--- src/rtl/markov_pred_ctrl.sv ---
// Markov bit predictor: a 2^HIST_W-entry table of 2-bit saturating counters,
// indexed by the most recent HIST_W bits, predicts each bit of an input word
// (MSB first). It reports the per-bit predictions, the mispredict count of
// the word, and a saturating cumulative mispredict count.
module markov_pred_ctrl #(
  parameter int HIST_W = 4,
  parameter int WORD_W = 8,
  parameter int CNT_W  = 16
) (
  input  logic              clk,
  input  logic              reset,
  input  logic              in_valid,
  output logic              in_ready,
  input  logic [WORD_W-1:0] in_data,
  input  logic              clear,
  output logic              out_valid,
  input  logic              out_ready,
  output logic [WORD_W-1:0] out_pred,
  output logic [3:0]        out_miss,
  output logic [HIST_W-1:0] lane,
  output logic              bit_out,
  output logic [CNT_W-1:0]  miss_total
);

  localparam int unsigned LANES = 1 << HIST_W;
  localparam int          IDX_W = (WORD_W > 1) ? $clog2(WORD_W) : 1;

  typedef enum logic [1:0] {
    S_IDLE,
    S_SHIFT,
    S_OUT
  } state_t;

  state_t              state_q;
  logic [WORD_W-1:0]   data_q;
  logic [IDX_W-1:0]    idx_q;
  logic [WORD_W-1:0]   pred_q;
  logic [3:0]          miss_q;
  logic [HIST_W-1:0]   hist_q;
  logic [CNT_W-1:0]    total_q;
  logic                valid_q;
  logic [1:0]          cnt_q [LANES];

  logic                cur_bit;
  logic                mispred;
  logic [1:0]          cnt_d;
  logic [HIST_W-1:0]   hist_d;
  logic [CNT_W-1:0]    total_d;

  assign bit_out    = cnt_q[hist_q][1];
  assign lane       = hist_q;
  assign in_ready   = (state_q == S_IDLE);
  assign out_valid  = valid_q;
  assign out_pred   = pred_q;
  assign out_miss   = miss_q;
  assign miss_total = total_q;

  // Next values for the active lane's counter, history and the miss total
  always_comb begin
    cur_bit = data_q[WORD_W-1];
    mispred = (cur_bit != bit_out);
    cnt_d   = cnt_q[hist_q];
    if (cur_bit) begin
      if (cnt_q[hist_q] != 2'b11) cnt_d = cnt_q[hist_q] + 2'b01;
    end else begin
      if (cnt_q[hist_q] != 2'b00) cnt_d = cnt_q[hist_q] - 2'b01;
    end
    hist_d  = {hist_q[HIST_W-2:0], cur_bit};
    total_d = total_q;
    if (mispred && (total_q != '1)) total_d = total_q + CNT_W'(1);
  end

  // Control FSM with predictor state and registered outputs; clear overrides all
  always_ff @(posedge clk or negedge reset) begin
    if (!reset) begin
      state_q <= S_IDLE;
      data_q  <= '0;
      idx_q   <= '0;
      pred_q  <= '0;
      miss_q  <= '0;
      hist_q  <= '0;
      total_q <= '0;
      valid_q <= 1'b0;
      cnt_q   <= '{default: 2'b01};
    end else if (clear) begin
      state_q <= S_IDLE;
      valid_q <= 1'b0;
      hist_q  <= '0;
      total_q <= '0;
      cnt_q   <= '{default: 2'b01};
    end else begin
      case (state_q)
        S_IDLE: begin
          if (in_valid) begin
            data_q  <= in_data;
            pred_q  <= '0;
            miss_q  <= '0;
            idx_q   <= IDX_W'(WORD_W - 1);
            state_q <= S_SHIFT;
          end
        end
        S_SHIFT: begin
          // Data and prediction both shift left, so the current bit is always
          // the data MSB and predictions land MSB-first in out_pred.
          pred_q         <= {pred_q[WORD_W-2:0], bit_out};
          data_q         <= data_q << 1;
          if (mispred) miss_q <= miss_q + 4'd1;
          total_q        <= total_d;
          cnt_q[hist_q]  <= cnt_d;
          hist_q         <= hist_d;
          idx_q          <= idx_q - IDX_W'(1);
          if (idx_q == '0) begin
            state_q <= S_OUT;
            valid_q <= 1'b1;
          end
        end
        S_OUT: begin
          if (out_ready) begin
            valid_q <= 1'b0;
            state_q <= S_IDLE;
          end
        end
        default: state_q <= S_IDLE;
      endcase
    end
  end

endmodule

--- config.mk ---
export PLATFORM = sky130hd
export DESIGN_NAME = markov_pred_ctrl
export DESIGN_NICKNAME = d
export VERILOG_FILES = /design/src/rtl/markov_pred_ctrl.sv
export SDC_FILE = /design/constraint.sdc
export NUM_CORES = 1
export LEC_CHECK = 0
export CAP_MARGIN = 30
export CORE_ASPECT_RATIO = 2
export CORE_MARGIN = 5
export CORE_UTILIZATION = 40
export DETAILED_ROUTE_END_ITERATION = 8
export SETUP_SLACK_MARGIN = 0.05
export SLEW_MARGIN = 20
export SYNTH_ARGS = -nofsm -noshare
export SYNTH_HDL_FRONTEND = slang
export SYNTH_SLANG_ARGS = --single-unit
--- constraint.sdc ---
create_clock -name clk -period 2.45 [get_ports clk]
set_input_delay 0.245 -clock clk [delete_from_list [all_inputs] [get_ports clk]]
set_output_delay 0.245 -clock clk [all_outputs]
set_load 0.05 [all_outputs]
==> results.sh <==
export IMPL_run_status="finished, violations left"
export IMPL_violations="negative hold slack, negative setup slack"
export IMPL_synthArstFlopShare_pct=100
export IMPL_final_area_um2=5130
export IMPL_port_buffers=47
export IMPL_grt_pass1_wl_um=18400
export IMPL_synthMuxAreaShare_pct=7.13
export IMPL_fin_cells=615
export IMPL_overflow=0
export IMPL_ys_types=49
export IMPL_drc=0
export IMPL_synth_compound_area_share_pct=19.2
export IMPL_ys_seq_area_share_pct=49.7
export IMPL_clock_latency_ns=0.33
export IMPL_synth_edf_count=0
export IMPL_synth_xor_area_share_pct=1.33
export IMPL_drtIter0Drc=174
export IMPL_cts_hold_buffers=0
export IMPL_die_x_um=80.4
export IMPL_io_pins=48
export IMPL_period_share_pct=101
export IMPL_power_density_nw_per_um2=762
export IMPL_place_area_um2=4760
export IMPL_critPathKind="register to register"
export IMPL_drt_first_pass_iters=4
export IMPL_holdCritPathClass="input pin to async pin"
export IMPL_cts_buffer_depth=2
export IMPL_hold_slack_ns=-0.00324
export IMPL_first_global_vias=3605
export IMPL_vias=3351
export IMPL_place_congestion=0.868
export IMPL_worst_slack_ns=-0.0301
export IMPL_total_power_mw=3.91
export IMPL_synthFlopType="dfrtp_1"
export IMPL_fmax_ghz=0.403
export IMPL_r2r_setup_slack_ns=-0.03
export IMPL_most_common_layout_cells="60 x dfrtp_1, 51 x nand2_1, 45 x clkdlybuf4s50_1"
export IMPL_critPathRequiredTime_ns=2.67
export IMPL_dieArea_um2=12100
export IMPL_syn_area_per_cell_um2=9.72
export IMPL_cp_max_fo=5
export IMPL_routed_via_density=5.45
export IMPL_dp_cells=596
export IMPL_nets=495
export IMPL_synth_top_area_cell="dfrtp_1"
export IMPL_synth_adder_area_share_pct=1.52
export IMPL_critical_path_arrival_ns=2.70
export IMPL_synth_warnings=0
export IMPL_num_antenna_cells=0
export IMPL_ir_worst_vdd_mv=0.538
export IMPL_final_antenna_net_count=0
export IMPL_pre_cts_ws_ns=-0.0458
export IMPL_report_final_slew_viol_count=0
export IMPL_end_kind="register"
export IMPL_synth_top_area_share_pct=39.1
export IMPL_clk_pin_slew_ns=0.06
export IMPL_maxSlewHeadroom_pct=45.6
export IMPL_die_h_um=151
export IMPL_clock_tree_root_cell="clkbuf_16"
export IMPL_post_synth_main_area_contributors="dfrtp_1 39%, dfstp_2 11%, nand2_1 4.8%"
export IMPL_cts_buffers=9
export IMPL_ys_ff_latch=78
export IMPL_antenna_found_initial=0
export IMPL_routed_wirelength_um=11200
export IMPL_cap_violations=0
export IMPL_cts_tree="built"
export IMPL_rsz0062_at_grt="yes"
export IMPL_core_um2=9700
export IMPL_critPathLaunchType="register"
export IMPL_finClkSkew_ns=0.00548
export IMPL_cts_sinks=78
export IMPL_grt_start_max_net_pins=64
export IMPL_tightestPinTransition_ns=0.816
export IMPL_setup_violations=2
export IMPL_layout_drive_gt1_share_pct=20.3
export IMPL_synthesis_nets=425
export IMPL_syn_area_um2=3960
export IMPL_routedWlPerCell_um=18.3
export IMPL_final_hold_viol_count=2
export IMPL_synth_simple_area_share_pct=16.2
export IMPL_dp_hpwl_um=8590
export IMPL_p_leak_nw=2.25
export IMPL_htree_levels=3
export IMPL_areaGrowthSynthToFinish_pct=29.5
export IMPL_netlist_instances=408
export IMPL_rows=51
export IMPL_synth_top_family_by_area="compound AO/OA/AOI/OAI gates"
export IMPL_layout_commonest_cell="dfrtp_1"
export IMPL_start_util_pct=40.9
export IMPL_grt_total_usage_pct=20.4
export IMPL_fin_crit_ns=2.48
-- final timing paths --
| kind | from | endpoint | cells past startpoint |
|---|---|---|---|
| max in group asynchronous | reset | cnt_q[6] | 2 |
| hold / removal | reset | data_q[6] | 1 |
| setup reg to reg | lane[2] | miss_total[13] | 6 |
| min in group clk | idx_q[0] | idx_q[0] | 1 |
| hold reg to reg | idx_q[0] | idx_q[0] | 1 |
| setup / recovery | lane[2] | miss_total[13] | 6 |
-- routing by layer --
metal  global-route usage [%]  share of wire (%)  vias to the layer above
met5                        0                  0                        -
met4                     16.5                7.8                        0
met3                     3.15                2.9                       38
met2                     35.3                 54                       92
met1                     21.2                 36                     1631
li1                         -                  -                     1590
-- per-stage QoR --
stage	util [%]	setup TNS, ns
global placement	49.0	-0.0247
global route	52.9	-0.485
CTS	52.4	-0.0442
finish	52.9	-0.0412
floorplan	-	-6.29
detailed placement	49.0	-0.0481
-- cells in the mapped netlist (2+ instances only) --
| cell type | instances |
|---|---|
| o21ai_1 | 2 |
| o32a_1 | 2 |
| dfrtp_1 | 62 |
| and2_1 | 3 |
| inv_1 | 25 |
| mux4_1 | 4 |
| nand2b_1 | 5 |
| o31a_1 | 2 |
| a21oi_1 | 33 |
| nor2b_1 | 6 |
| mux2_4 | 3 |
| a22oi_1 | 19 |
| clkbuf_1 | 19 |
| mux2i_1 | 2 |
| nand3_1 | 9 |
| nand4_1 | 4 |
| a21o_1 | 4 |
| and4_1 | 3 |
| a31oi_1 | 7 |
| o21ai_0 | 24 |
| nor3_1 | 4 |
| a211oi_1 | 4 |
| or3_1 | 2 |
| nand2_1 | 51 |
| mux4_2 | 4 |
| nor2_1 | 37 |
| nor4_1 | 4 |
| dfstp_2 | 16 |
| ha_1 | 4 |
| and3_1 | 6 |
| o21a_1 | 5 |
| a22o_1 | 10 |
| mux2_2 | 2 |
| xnor2_1 | 6 |
-- worst max-delay path: stages, from the launching register on --
cell and delay (ns):
dfrtp_2 0.43, mux4_2 0.51, mux2_4 0.30, mux2_4 0.34, and2_4 0.16, or3_4 0.33
mux2_4 0.30
-- repair_timing --
action,in CTS,in global routing
setup buffers,2,1
resized for setup,4,10
pin swaps,1,1
endpoints found under the setup margin,7,30
-- flip-flops by register name, summed over array words and instances, names as in the netlist --
register    flops
out_valid       1
lane            4
state_q         2
idx_q           3
miss_total     16
out_pred        8
cnt_q          32
data_q          8
out_miss        4
-- cell type report --
type / count / area, um2
flip-flops and latches: 78 / 1970
repair buffers: 82 / 743
fillers: 952 / 4570
clock inverters: 5 / 58.8
multi-input cells: 282 / 1850
inverters: 25 / 93.8
clock buffers: 11 / 243
well taps: 132 / 165
-- power by group --
part	switching [mW]	total [mW]	internal, mW
Clock	0.520	1.34	0.817
Sequential	0.109	1.52	1.41
Combinational	0.639	1.05	0.415
Total	1.27	3.91	2.64
-- kinds of logic (layout without fill, tap and decap cells) --
| family | Yosys count | in the layout |
|---|---|---|
| XOR/XNOR | 6 | 6 |
| AND/OR/NAND/NOR | 138 | 138 |
| flip-flops | 78 | 78 |
| AO/OA/AOI/OAI | 118 | 118 |
| adder cells (fa/ha/maj) | 5 | 5 |
| multiplexers | 15 | 15 |
| buffers and inverters | 48 | 123 |
No activity file was read; power rests on OpenSTA's default activity.
